$ cat config.mk
export PLATFORM = sky130hd
export DESIGN_NAME = mb_arbiter_flat
export DESIGN_NICKNAME = d
export VERILOG_FILES = /design/src/rtl/mb_arbiter_if.sv /design/src/rtl/mb_arbiter.sv /design/src/flat_wrapper.sv
export SDC_FILE = /design/constraint.sdc
export NUM_CORES = 1
export LEC_CHECK = 0
export CAP_MARGIN = 40
export CORE_MARGIN = 8
export CORE_UTILIZATION = 24
export DETAILED_ROUTE_END_ITERATION = 7
export GPL_TIMING_DRIVEN = 0
export PLACE_DENSITY = 0.79
export SYNTH_ARGS = -nofsm -noshare
export SYNTH_HDL_FRONTEND = slang
export SYNTH_SLANG_ARGS = --single-unit
$ cat constraint.sdc
create_clock -name i_clk -period 1.8 [get_ports i_clk]
set_input_delay 0.36 -clock i_clk [delete_from_list [all_inputs] [get_ports i_clk]]
set_output_delay 0.36 -clock i_clk [all_outputs]
set_load 0.05 [all_outputs]
$ cat src/rtl/mb_arbiter_if.sv
// Request/response bundle shared by the two upstream ports and the downstream port of mb_arbiter.
// The master modport issues requests; the slave modport answers them.
`ifndef RW
`define RW 16
`endif

interface mb_arbiter_if;
    logic [`RW-1:0] req_addr;
    logic           req_active;
    logic           req_next;
    logic [`RW-1:0] req_data;
    logic           req_data_valid;

    modport master (
        output req_addr, req_active, req_next,
        input  req_data, req_data_valid
    );

    modport slave (
        input  req_addr, req_active, req_next,
        output req_data, req_data_valid
    );
endinterface

$ cat src/rtl/mb_arbiter.sv
// Two-port memory bus arbiter: port 0 (instruction fetch) and port 1 (data) share one downstream bus.
// Define MB_ARB_RR_EN for round-robin conflict resolution; fixed port-0 priority otherwise.
`ifndef RW
`define RW 16
`endif

module mb_arbiter (
    input  logic              i_clk,
    input  logic              i_rst,
    mb_arbiter_if.slave       m0,
    mb_arbiter_if.slave       m1,
    mb_arbiter_if.master      d,
    output logic [1:0]        o_grant
);

    localparam logic [1:0] IDLE   = 2'd0;
    localparam logic [1:0] GRANT0 = 2'd1;
    localparam logic [1:0] GRANT1 = 2'd2;

    logic [1:0] state_q, state_d;
    logic       pick1;

`ifdef MB_ARB_RR_EN
    // last_q set means port 1 owned the bus most recently
    logic last_q, last_d;

    assign pick1 = m1.req_active && (!m0.req_active || !last_q);

    always_comb begin
        last_d = last_q;
        if (state_q == IDLE && state_d != IDLE) begin
            last_d = (state_d == GRANT1);
        end
    end

    always_ff @(posedge i_clk) begin
        if (i_rst) begin
            last_q <= 1'b1;
        end else begin
            last_q <= last_d;
        end
    end
`else
    assign pick1 = m1.req_active && !m0.req_active;
`endif

    always_comb begin
        state_d = state_q;
        case (state_q)
            IDLE: begin
                if (m0.req_active || m1.req_active) begin
                    state_d = pick1 ? GRANT1 : GRANT0;
                end
            end
            GRANT0: begin
                if (!m0.req_active || (d.req_data_valid && !m0.req_next)) begin
                    state_d = IDLE;
                end
            end
            GRANT1: begin
                if (!m1.req_active || (d.req_data_valid && !m1.req_next)) begin
                    state_d = IDLE;
                end
            end
            default: state_d = IDLE;
        endcase
    end

    always_ff @(posedge i_clk) begin
        if (i_rst) begin
            state_q <= IDLE;
        end else begin
            state_q <= state_d;
        end
    end

    assign m0.req_data = d.req_data;
    assign m1.req_data = d.req_data;

    always_comb begin
        d.req_addr        = '0;
        d.req_active      = 1'b0;
        d.req_next        = 1'b0;
        m0.req_data_valid = 1'b0;
        m1.req_data_valid = 1'b0;
        o_grant           = 2'b00;
        case (state_q)
            GRANT0: begin
                d.req_addr        = m0.req_addr;
                d.req_active      = m0.req_active;
                d.req_next        = m0.req_next;
                m0.req_data_valid = d.req_data_valid;
                o_grant           = 2'b01;
            end
            GRANT1: begin
                d.req_addr        = m1.req_addr;
                d.req_active      = m1.req_active;
                d.req_next        = m1.req_next;
                m1.req_data_valid = d.req_data_valid;
                o_grant           = 2'b10;
            end
            default: ;
        endcase
    end

endmodule

$ cat src/flat_wrapper.sv
// flat-port wrapper written by rule: the top's interface ports become plain ports
module mb_arbiter_flat 
  (i_clk, i_rst, o_grant, m0_req_addr, m0_req_active, m0_req_next, m0_req_data, m0_req_data_valid, m1_req_addr, m1_req_active, m1_req_next, m1_req_data, m1_req_data_valid, d_req_addr, d_req_active, d_req_next, d_req_data, d_req_data_valid);
  mb_arbiter_if m0_i ();
  mb_arbiter_if m1_i ();
  mb_arbiter_if d_i ();
  input  logic i_clk;
  input  logic i_rst;
  output logic [1:0] o_grant;
  input wire logic [$bits(m0_i.req_addr)-1:0] m0_req_addr;
  input wire logic [$bits(m0_i.req_active)-1:0] m0_req_active;
  input wire logic [$bits(m0_i.req_next)-1:0] m0_req_next;
  output wire logic [$bits(m0_i.req_data)-1:0] m0_req_data;
  output wire logic [$bits(m0_i.req_data_valid)-1:0] m0_req_data_valid;
  input wire logic [$bits(m1_i.req_addr)-1:0] m1_req_addr;
  input wire logic [$bits(m1_i.req_active)-1:0] m1_req_active;
  input wire logic [$bits(m1_i.req_next)-1:0] m1_req_next;
  output wire logic [$bits(m1_i.req_data)-1:0] m1_req_data;
  output wire logic [$bits(m1_i.req_data_valid)-1:0] m1_req_data_valid;
  output wire logic [$bits(d_i.req_addr)-1:0] d_req_addr;
  output wire logic [$bits(d_i.req_active)-1:0] d_req_active;
  output wire logic [$bits(d_i.req_next)-1:0] d_req_next;
  input wire logic [$bits(d_i.req_data)-1:0] d_req_data;
  input wire logic [$bits(d_i.req_data_valid)-1:0] d_req_data_valid;
  assign m0_i.req_addr = m0_req_addr;
  assign m0_i.req_active = m0_req_active;
  assign m0_i.req_next = m0_req_next;
  assign m0_req_data = m0_i.req_data;
  assign m0_req_data_valid = m0_i.req_data_valid;
  assign m1_i.req_addr = m1_req_addr;
  assign m1_i.req_active = m1_req_active;
  assign m1_i.req_next = m1_req_next;
  assign m1_req_data = m1_i.req_data;
  assign m1_req_data_valid = m1_i.req_data_valid;
  assign d_req_addr = d_i.req_addr;
  assign d_req_active = d_i.req_active;
  assign d_req_next = d_i.req_next;
  assign d_i.req_data = d_req_data;
  assign d_i.req_data_valid = d_req_data_valid;
  mb_arbiter u_core (.i_clk(i_clk), .i_rst(i_rst), .m0(m0_i), .m1(m1_i), .d(d_i), .o_grant(o_grant));
endmodule
==> results.md, run 1 <==
- Number of remaining DRC errors: 0
- Leakage component of the power: 0.860 nW
- All-Layer GR Usage: 0.153
- Input/output buffers: about 90
- Outcome: finished, violations left
- Top routing layer in use: met4
- Number of rows created at floorplan: 20
- Biggest register: u_core.state_q
- Number of antenna-violating nets in the routed design: 0
- Antenna violations before repair: 0
- Top achievable clock speed: 531 MHz
- Max FO, Critical Path: 9
- Area of the mapped netlist: ~740 µm²
- NumNets Final: 262
- Count of state elements after synthesis: 2
- Count of maximum capacitance violations: 0
- Number of distinct standard cells referenced by the synthesized netlist: 21
- Share of power burned in registers: 0.059
- Tightest Pin Transition: 0.528 ns
- Met3 WL post-DR: 306 µm
- Placer congestion estimate: 0.758
- DRT Pass-1 Iters: 3
- Max reg flops: 2
- Nets in the synthesized netlist: 158
- Pwr/cell area: ~460 mW/mm²
- Classification of the worst setup path: register to output pin
- Synthesized area divided by synthesized cell count: 7.58 µm²
- Comb pwr share: 0.831
- Layout cells sized above 1: 0.545
- Total Die Area: 0.00513 mm²
- Yosys warning count: 0
- Post-Route Skew: 0.00634 ns
- Width of the die: 71.7 µm
- Unrepaired setup endpoints after global routing: true
- Slack of the critical path: -0.0820 ns
- DR iter-0 viols: 39
- Final hold vios: 0
- Final Critical Period: 1.88 ns
- Endpoint arrival time on the critical path: 1.52 ns
- Total wirelength of the detailed-routed design: between 4 and 5 mm
- Sink Count: 2
- Maximum number of pins on one net before global-route repair: 11
- Vias after detailed routing: 1,038
- Share of total power consumed by net switching: 0.465
- Syn-to-layout area delta: 184%
- Worst Setup Slack post-DPL: -0.819 ns
- Number of global-route vias before repair: between 1,000 and 1,500
- Met2 wire length: 2.40 mm
- Core region area: 0.00300 mm²
- Routed length per instance: 17.5 µm
- Crit start category: register
- Total power consumption of the routed design: 0.000967 W
- Power Internal: 0.000518 W
- Root buffer cell: sky130_fd_sc_hd__clkbuf_4
- Registers with the most flip-flops: u_core.state_q: 2 flops
- Synthesized instance count: 98
- Cell with the most instances on the worst path: sky130_fd_sc_hd__buf_12
- CTS max path bufs: 2
- Avg Vias per Cell: between 4 and 5
- Ports placed on the boundary: 109
- Slowest stage delay, CP: 0.37 ns
- Metal-1 WL: between 1 and 1.5 mm
- Series of cell instances along the critical path: inv_6 -> ha_4 -> buf_12 -> buf_12 -> a22oi_2 -> nor2b_4 -> buf_6
- Count of endpoints failing setup in the final report: 15
- Worst slew margin: 0.647
- Clk_lat worst skew: 0.24 ns
- Number of inserted diodes: 0
- Number of CTS-inserted buffers: 3
- Violated checks: negative setup slack
- H-tree level count: 1
- Type of destination of the critical path: output pin
- Overflow after GRT: 0
- Die span in y: 71.7 µm
- Hold WC Path Type: register to register
- Required time reported for the critical path endpoint: 1.44 ns
- Starting utilization of the core area: 0.248
- Clock power frac: 0.110
- Sequential fraction of the synthesis area: 0.0539
- Final Max Slew Viols: 0
- Cell with the biggest individual delay on the critical path: sky130_fd_sc_hd__dfxtp_4
- Worst VDD drop: 284 µV
- Psw: 0.000449 W
- CTS clk-pin slew, worst paths: 0.03 ns
- Wire length of the first global-routing pass: slightly above 6 mm
- TritonCTS clock tree: done
- Crit share post-route: 1.05
- HPWL after detailed placement: 3.30 mm
path summary, 6_finish.rpt:
check	cells after the start	start	endpoint	slack, ns
setup / recovery	7	u_core.state_q[0]	d_req_addr[13]	-0.08
hold / removal	3	u_core.state_q[0]	u_core.state_q[0]	0.62
setup reg to reg	8	u_core.state_q[0]	u_core.state_q[1]	0.22
hold reg to reg	3	u_core.state_q[0]	u_core.state_q[0]	0.62
cell usage after synthesis (all sizes together):
master	number	share of area
o2bb2ai	1	0.012
and2b	1	0.010
o221a	2	0.030
inv	3	0.015
o22ai	1	0.0084
buf	36	0.36
and2	2	0.017
o221ai	1	0.012
clkbuf	1	0.0050
a22oi	17	0.17
ha	5	0.084
nand2	3	0.025
or3b	1	0.012
dfxtp	2	0.054
a21boi	1	0.010
nand3	1	0.0067
nor2b	19	0.16
nor2	1	0.0050
area by class of cell:
cell class / count / area [µm²]
Timing Repair Buffer: 99 / 1030
Fill cell: 238 / 892
Multi-Input combinational cell: 56 / 623
Buffer: 37 / 325
Sequential cell: 2 / 47.5
Tap cell: 33 / 41.3
Clock buffer: 3 / 22.5
Inverter: 3 / 18.8
critical path, delay by kind of cell (launching register included):
kind | cells | cell delay, ns
adder cells (fa/ha/maj) | 1 | 0.16
buffers and inverters | 4 | 0.47
AO/OA/AOI/OAI | 1 | 0.23
flip-flops | 1 | 0.37
AND/OR/NAND/NOR | 1 | 0.06
metal layers:
layer,GRT usage,vias up
li1,-,512
met5,0,-
met3,0.0502,5
met4,0.0680,0
met2,0.319,42
met1,0.121,479
placed cells by master, fill, tap and decap left out, types with 3 or more instances in the layout:
cell	n
sky130_fd_sc_hd__a22oi_1	3
sky130_fd_sc_hd__a22oi_2	14
sky130_fd_sc_hd__buf_12	3
sky130_fd_sc_hd__buf_6	15
sky130_fd_sc_hd__buf_4	37
sky130_fd_sc_hd__buf_8	3
sky130_fd_sc_hd__clkbuf_4	4
sky130_fd_sc_hd__clkdlybuf4s50_1	70
sky130_fd_sc_hd__nor2b_2	7
sky130_fd_sc_hd__nor2b_4	10
cells by family (layout without fill, tap and decap cells):
family	after synthesis	in the layout	synth area share
AOI/OAI and AO/OA	23	23	0.244
DFF	2	2	0.0539
buffers and inverters	40	142	0.382
adders and majority gates	5	5	0.0842
and+or+nand+nor	28	28	0.236
metrics by stage:
stage | cells | setup TNS [ns] | hold slack, ns | area (µm²) | util
global placement | 223 | -12.78 | 0.624 | 1820 | 0.605
floorplan | 98 | 0 | 0.530 | 853 | -
CTS | 227 | -0.756 | 0.633 | 1960 | 0.652
finish | 233 | -0.896 | 0.624 | 2110 | 0.703
detailed placement | 223 | -13.42 | 0.625 | 1820 | 0.605
global route | 233 | -1.91 | 0.663 | 2110 | 0.703
what timing repair did:
action,CTS,global route
hold buffers,0,0
gates resized for setup,159,23
endpoints found under the setup margin,22,19
cloned,0,2
pin swaps,10,9
buffers inserted,1,4
power by group through the flow:
stage	combinational, W	sequential (W)	clock, W
after floorplan	0.000457	0.0000538	0
after global placement	0.000683	0.0000548	0
after detailed placement	0.000695	0.0000550	0
after CTS	0.000750	0.0000552	0.000109
after global routing	0.000839	0.0000580	0.000112
final	0.000803	0.0000569	0.000106
Power figures use the tool's default switching activity.
==> run 2: changes to the inputs <==
Settings changed: ABC_AREA from default to 1, PLACE_DENSITY 0.79 to 0.77.
==> run 2 against run 1 <==
Against the previous run: the flow still finishes with violations (negative setup slack); register-to-register slack better by 0.13 ns; die area up 3.6%; synthesized cell count up 32%; clock-buffer cell count unchanged; sequential power about the same; cell area up 4.4%; clock skew down 0.0016 ns; non-clock buffer count up 5; largest cell class unchanged; largest power group unchanged; hold slack worse by 0.092 ns; clock power down 7%; critical path type unchanged; via count up 9.8%; combinational power down 0.9%.
==> results.md, run 2 <==
- Tightest Pin Transition: 0.508 ns (-0.0194 ns)
- Antenna violations before repair: 0 (unchanged)
- Series of cell instances along the critical path: inv_4 -> ha_4 -> buf_8 -> buf_6 -> buf_8 -> nand2_2 -> a21oi_4 -> buf_6
- Kind of cell adding the most delay to the critical path: buffers and inverters
- Nets in the synthesized netlist: 189 (+20%)
- Hold WS: 0.532 ns (-0.0917 ns)
- Number of distinct standard cells referenced by the synthesized netlist: 18 (-14%)
- Outcome: finished, violations left
- Share of the core filled with cells: 0.716 (+0.0129)
- Area of the mapped netlist: 778 µm² (+4.7%)
- Total power consumption of the routed design: 0.000951 W (-1.6%)
- Cell with the biggest individual delay on the critical path: sky130_fd_sc_hd__dfxtp_4
- Routed length per instance: 13.5 µm (-23%)
- Number of CTS-inserted buffers: 3 (unchanged)
- Number of global-route vias before repair: 1,206 (+8.6%)
- Ports placed on the boundary: 109 (unchanged)
- Synthesized instance count: 129 (+32%)
- Most used DFF post-synth: sky130_fd_sc_hd__dfxtp_1
- Area share of the largest cell type after synthesis: 0.318 (-0.0150)
- Number of inserted diodes: 0 (unchanged)
- Crit share post-route: 1.03 (-0.0134)
- Avg Vias per Cell: 4.06 (-8.9%)
- Endpoint arrival time on the critical path: 1.50 ns (-0.02 ns)
- Unrepaired setup endpoints after global routing: true
- Violated checks: negative setup slack
- Count of flip-flops with a built-in enable after synthesis: 0 (unchanged)
- Leading post-synthesis cells by cell area: sky130_fd_sc_hd__buf_4 32%, sky130_fd_sc_hd__nand2_1 21%, sky130_fd_sc_hd__a21oi_1 12%
- All-Layer GR Usage: 0.135 (-0.0176)
- Synthesized area divided by synthesized cell count: 6.03 µm² (-20%)
- Count of state elements after synthesis: 2 (unchanged)
- CTS max path bufs: 2 (unchanged)
- Vias after detailed routing: 1,140 (+9.8%)
- Syn-to-layout area delta: 183%
- Sequential fraction of the synthesis area: 0.0514 (-0.00243)
- Sink Count: 2 (unchanged)
- Most repeated cell in the gate-level netlist after synthesis: sky130_fd_sc_hd__nand2_1
- Final hold vios: 0 (unchanged)
- Slowest stage delay, CP: 0.36 ns (about the same)
- Overflow after GRT: 0 (unchanged)
- Core region area: 0.00308 mm² (+2.5%)
- Worst slew margin: 0.660 (+0.0130)
- Hold WC Path Type: register to register
- Slack of the critical path: -0.0580 ns (+0.0240 ns)
- Yosys top cell by area: sky130_fd_sc_hd__buf_4
- Top library cells by usage in the layout, fill and taps aside: 70 x sky130_fd_sc_hd__clkdlybuf4s50_1, 44 x sky130_fd_sc_hd__buf_4, 33 x sky130_fd_sc_hd__nand2_1, 18 x sky130_fd_sc_hd__buf_6, 11 x sky130_fd_sc_hd__a21oi_4
- Maximum number of pins on one net before global-route repair: 11 (unchanged)
- Power Internal: 0.000481 W (-7.2%)
- Comb pwr share: 0.837 (+0.006)
- Top achievable clock speed: 538 MHz (+1.3%)
- Number of remaining DRC errors: 0 (unchanged)
- DR iter-0 viols: 16 (-59%)
- Count of maximum capacitance violations: 0 (unchanged)
- Width of the die: 72.9 µm (+1.8%)
- Input/output buffers: 92 (unchanged)
- Final Critical Period: 1.86 ns (-0.0240 ns)
- Crit path buffers/inverters: 5 (+1)
- Crit start category: register
- Worst Setup Slack post-DPL: -0.700 ns (+0.118 ns)
- H-tree level count: 1 (unchanged)
- Type of destination of the critical path: output pin
- Count of endpoints failing setup in the final report: 11 (-4)
- Leading cell types by count after synthesis: 44 x sky130_fd_sc_hd__nand2_1, 33 x sky130_fd_sc_hd__buf_4, 18 x sky130_fd_sc_hd__a21oi_1
- Count of filler cells inserted in the layout: 240 (+0.84%)
- Clk_lat worst skew: 0.22 ns (-0.02 ns)
- Share of power burned in registers: 0.060 (about the same)
- Post-Route Skew: 0.00473 ns (-0.00161 ns)
- Biggest register: u_core.state_q
- DRT Pass-1 Iters: 2 (-1)
- Leakage component of the power: 0.955 nW (+11%)
- Pwr/cell area: 432 mW/mm² (-5.7%)
- Registers with the most flip-flops: u_core.state_q: 2 flops
- Final Max Slew Viols: 0 (unchanged)
- Total wirelength of the detailed-routed design: 3.78 mm (-7.2%)
- HPWL after detailed placement: 3.04 mm (-7.8%)
- NumNets Final: 299 (+14%)
- Clock power frac: 0.103 (-0.007)
- CTS clk-pin slew, worst paths: 0.03 ns (about the same)
- Max FO, Critical Path: 5 (-4)
- Root buffer cell: sky130_fd_sc_hd__clkbuf_4
- Placer congestion estimate: 0.706 (-6.9%)
- Classification of the worst setup path: register to output pin
- Share of total power consumed by net switching: 0.495 (+0.0303)
- Number of rows created at floorplan: 20 (unchanged)
- Fraction of registers with async set/reset: 0 (unchanged)
- Number of antenna-violating nets in the routed design: 0 (unchanged)
- Wire length of the first global-routing pass: 5.78 mm (-6.0%)
- Post-CTS Hold Buffers: 0 (unchanged)
- Worst VDD drop: 324 µV (+14%)
- TritonCTS clock tree: done
- Required time reported for the critical path endpoint: 1.44 ns (about the same)
- Psw: 0.000471 W (+4.8%)
- Starting utilization of the core area: 0.253 (+0.00535)
- Total Die Area: 0.00532 mm² (+3.6%)
- Die span in y: 72.9 µm (+1.8%)
- Layout cells sized above 1: 0.502 (-0.0429)
- Setup TNS: -0.530 ns (+0.365 ns)
- Yosys warning count: 0 (unchanged)
- Max reg flops: 2 (unchanged)
- Most frequent standard cell in the layout excluding fill and tap cells: sky130_fd_sc_hd__clkdlybuf4s50_1
run 2: cell count changes after synthesis, sizes merged, moves of 8 or more:
cell / previous run / this run
nand2: 3 / 48
a21oi: 0 / 19
nor2b: 19 / 0
a22oi: 17 / 0
inv: 3 / 11
run 2: worst paths after layout:
path / start / to / slack [ns] / cells past startpoint
setup reg to reg: u_core.state_q[0] / u_core.state_q[1] / 0.35 / 12
hold reg to reg: u_core.state_q[0] / u_core.state_q[0] / 0.53 / 2
setup / recovery: u_core.state_q[0] / d_req_addr[8] / -0.06 / 8
hold / removal: u_core.state_q[0] / u_core.state_q[0] / 0.53 / 2
run 2: cell type report:
cell class / instances / area, µm² / share of cell area
Multi-Input combinational cell: 79 / 638 / 0.290
Sequential cell: 2 / 47.5 / 0.0216
Tap cell: 44 / 55.1 / 0.0250
Clock buffer: 3 / 22.5 / 0.0102
Inverter: 11 / 63.8 / 0.0290
Timing Repair inverter: 1 / 8.76 / 0.00398
Timing Repair Buffer: 104 / 1050 / 0.477
Buffer: 37 / 317 / 0.144
run 2: power groups by stage:
stage | clock network, W | logic (W) | registers [W]
3_3_place_gp | 0 | 0.000673 | 0.0000535
2_1_floorplan | 0 | 0.000450 | 0.0000527
3_5_place_dp | 0 | 0.000677 | 0.0000538
6_report | 0.0000982 | 0.000796 | 0.0000571
5_1_grt | 0.000108 | 0.000838 | 0.0000576
4_1_cts | 0.000106 | 0.000771 | 0.0000565
run 2: metal layers:
metal | global-route usage | vias up | share of wire | wire length (µm)
met2 | 0.252 | 55 | 0.53 | 1990
met5 | 0 | - | 0 | 0
met1 | 0.131 | 501 | 0.35 | 1330
met3 | 0.0632 | 0 | 0.12 | 466
met4 | 0.0267 | 0 | 0 | 0
li1 | - | 584 | - | -
run 2: tightest hold or removal path: stages (launching register included):
cell	delay, ns
sky130_fd_sc_hd__dfxtp_4	0.36
sky130_fd_sc_hd__nand2_1	0.08
sky130_fd_sc_hd__a21oi_2	0.05
run 2: what timing repair did:
action,CTS,global route
gates resized for setup,157,32
pin swaps,3,3
cloned,3,1
setup endpoints to repair,22,20
setup buffers,6,4
run 2: stage by stage:
stage	area [µm²]	instances
after floorplan	943	129
after global placement	1920	265
after detailed placement	1920	265
after CTS	2120	277
after global routing	2200	281
final	2200	281
run 2: logic make-up after synthesis:
| logic type | synth area share |
|---|---|
| and+or+nand+nor | 0.307 |
| AOI/OAI and AO/OA | 0.137 |
| DFF | 0.0514 |
| buffers and inverters | 0.424 |
| adders and majority gates | 0.0804 |
==> patch, RTL diff (config.mk and constraints of run 1) <==
The option `MB_ARB_RR_EN` is turned on by a define.
--- a/src/rtl/mb_arbiter.sv
+++ b/src/rtl/mb_arbiter.sv
@@ -1,5 +1,7 @@
 // Two-port memory bus arbiter: port 0 (instruction fetch) and port 1 (data) share one downstream bus.
 // Define MB_ARB_RR_EN for round-robin conflict resolution; fixed port-0 priority otherwise.
+`define MB_ARB_RR_EN
+
 `ifndef RW
 `define RW 16
 `endif
Check against the original RTL: not equivalent (a bounded check fails within 4 cycles, from zero or initial values and one cycle with i_rst high).
==> patch against run 1 <==
The run still ends with negative setup slack left. Total power up 22%. Synthesized area rose by 9.4%. Die area rose by 7.3%. Register-to-register slack gained 0.10 ns. Routed wire length up 3.5%. Sequential cell count increased by 1. Hold slack got worse by 0.076 ns. Cell area up 13%. Count of clock-buffer cells in the layout is 1 higher. Worst setup slack worse by 0.056 ns. Critical endpoint is now d_req_next.
==> patch: results (changes against run 1) <==
Status
  – Outcome: finished, violations left (unchanged)
  – Violated checks: negative setup slack (unchanged)

Layout
  – Final non-filler cell total: 263 (was 233)
  – Top flop regs: u_core.state_q x2, u_core.last_q x1 (was u_core.state_q x2)
  – Final layout net count: 278 (was 262)
  – # fillers: 241 (was 238)
  – Share of layout cells above drive strength 1: 57.6% (was 54.5%)

Clocking
  – Root buffer cell: clkbuf_4 (unchanged)
  – Post-CTS Setup Repair Bufs: 11 (was 1)
  – CTS-repair resized insts: 191 (was 159)

Worst setup path
  – R2R Path End: u_core.last_q (was u_core.state_q[1])
  – Crit-path max cell delay: 0.35 ns (was 0.37 ns)
  – Crit path DAT: 1.58 ns (was 1.52 ns)
  – Internal reg-to-reg setup slack: 0.32 ns (was 0.22 ns)
  – Crit-path max FO: 7 (was 9)
  – R2R Path Start: u_core.state_q[1] (was u_core.state_q[0])

Drt
  – Detailed Route WL: 4.22 mm (was 4.08 mm)
  – Via count: 1155 (was 1038)
  – Wl on met1: 1.34 mm (was 1.30 mm)
  – Iteration-0 DRC Markers: 21 (was 39)
  – First-pass DRT Iterations: 2 (was 3)
  – Routed wl met2: 2.32 mm (was 2.40 mm)

Place
  – Placed Instance Area: 1930 sq um (was 1820 sq um)
  – Placed insts: 243 (was 223)
  – GP Congestion: 0.722 (was 0.758)

Hold path
  – Hold_sp: u_core.last_q (was u_core.state_q[0])
  – WHS Endpoint: u_core.last_q (was u_core.state_q[0])
  – Hold Path Depth: 2 (was 3)

Timing
  – Setup TNS: -1.47 ns (was -0.896 ns)
  – Setup violations, final: 18 (was 15)
  – Final worst setup slack: -0.138 ns (was -0.0820 ns)
  – Worst slew margin: 65.6% (was 64.7%)
  – Clk_skew: 0.00242 ns (was 0.00634 ns)
  – Min Hold Slack: 0.547 ns (was 0.624 ns)

Synth
  – Syn_nets: 165 (was 158)
  – Synth top area cells: buf_4 (30%), a22oi_1 (17%), nor2b_1 (15%), ha_1 (7.7%), dfxtp_1 (7.4%) (was buf_4 (33%), a22oi_1 (17%), nor2b_1 (16%), ha_1 (8.4%), dfxtp_1 (5.4%))
  – Sequential share of the synthesized area: 7.38% (was 5.39%)
  – Synth cell types: 26 (was 21)
  – Syn Inst Count: 105 (was 98)

Global routing
  – Total GRT Usage: 13.2% (was 15.3%)
  – First-pass GRT wire length: 5.65 mm (was 6.14 mm)

Pwr
  – Cell leakage power: 0.953 nW (was 0.860 nW)
  – Max rail drop VDD: 266 uV (was 284 uV)
  – Internal power: 0.665 mW (was 0.518 mW)
## patch: per-layer routing
metal  GRT usage (%)  vias up
met1            11.0      532
met2            25.5       65
li1                -      554
met3            6.87        4
met5               0        -
met4            4.78        0
## patch: how the worst max path moves through the flow
| stage | to | cells after the start | from |
|---|---|---|---|
| 2_1_floorplan | d_req_addr[0] | 4 | u_core.state_q[0] |
| 3_3_place_gp | d_req_addr[10] | 5 | u_core.state_q[0] |
| 3_5_place_dp | d_req_addr[10] | 5 | u_core.state_q[0] |
| 4_1_cts | d_req_addr[3] | 7 | u_core.state_q[0] |
| 5_1_grt | d_req_next | 7 | u_core.state_q[0] |
| 6_report | d_req_next | 7 | u_core.state_q[0] |
## patch: area by class of cell
| cell class | instances | area, sq um | area share, % |
|---|---|---|---|
| Sequential cell | 3 | 67.6 | 2.83 |
| Timing Repair Buffer | 108 | 1170 | 49.2 |
| Multi-Input combinational cell | 63 | 729 | 30.6 |
| Inverter | 2 | 10.0 | 0.419 |
| Clock buffer | 4 | 26.3 | 1.10 |
| Tap cell | 46 | 57.6 | 2.41 |
| Buffer | 37 | 322 | 13.5 |
## patch: kinds of logic (layout without fill, tap and decap cells)
family          count (synthesis)  count (layout)  share of synthesized area, %
flops                           3               3                          7.38
fa+ha+maj                       5               5                          7.69
buf+inv                        39             151                          34.2
simple gates                   32              32                          25.1
compound gates                 26              26                          25.7
## patch: power groups by stage
stage | sequential, mW | clock (mW) | combinational [mW]
after floorplan | 0.0845 | 0 | 0.513
after global placement | 0.0870 | 0 | 0.748
after detailed placement | 0.0876 | 0 | 0.752
after CTS | 0.0844 | 0.128 | 0.929
after global routing | 0.0858 | 0.129 | 1.02
final | 0.0844 | 0.123 | 0.975
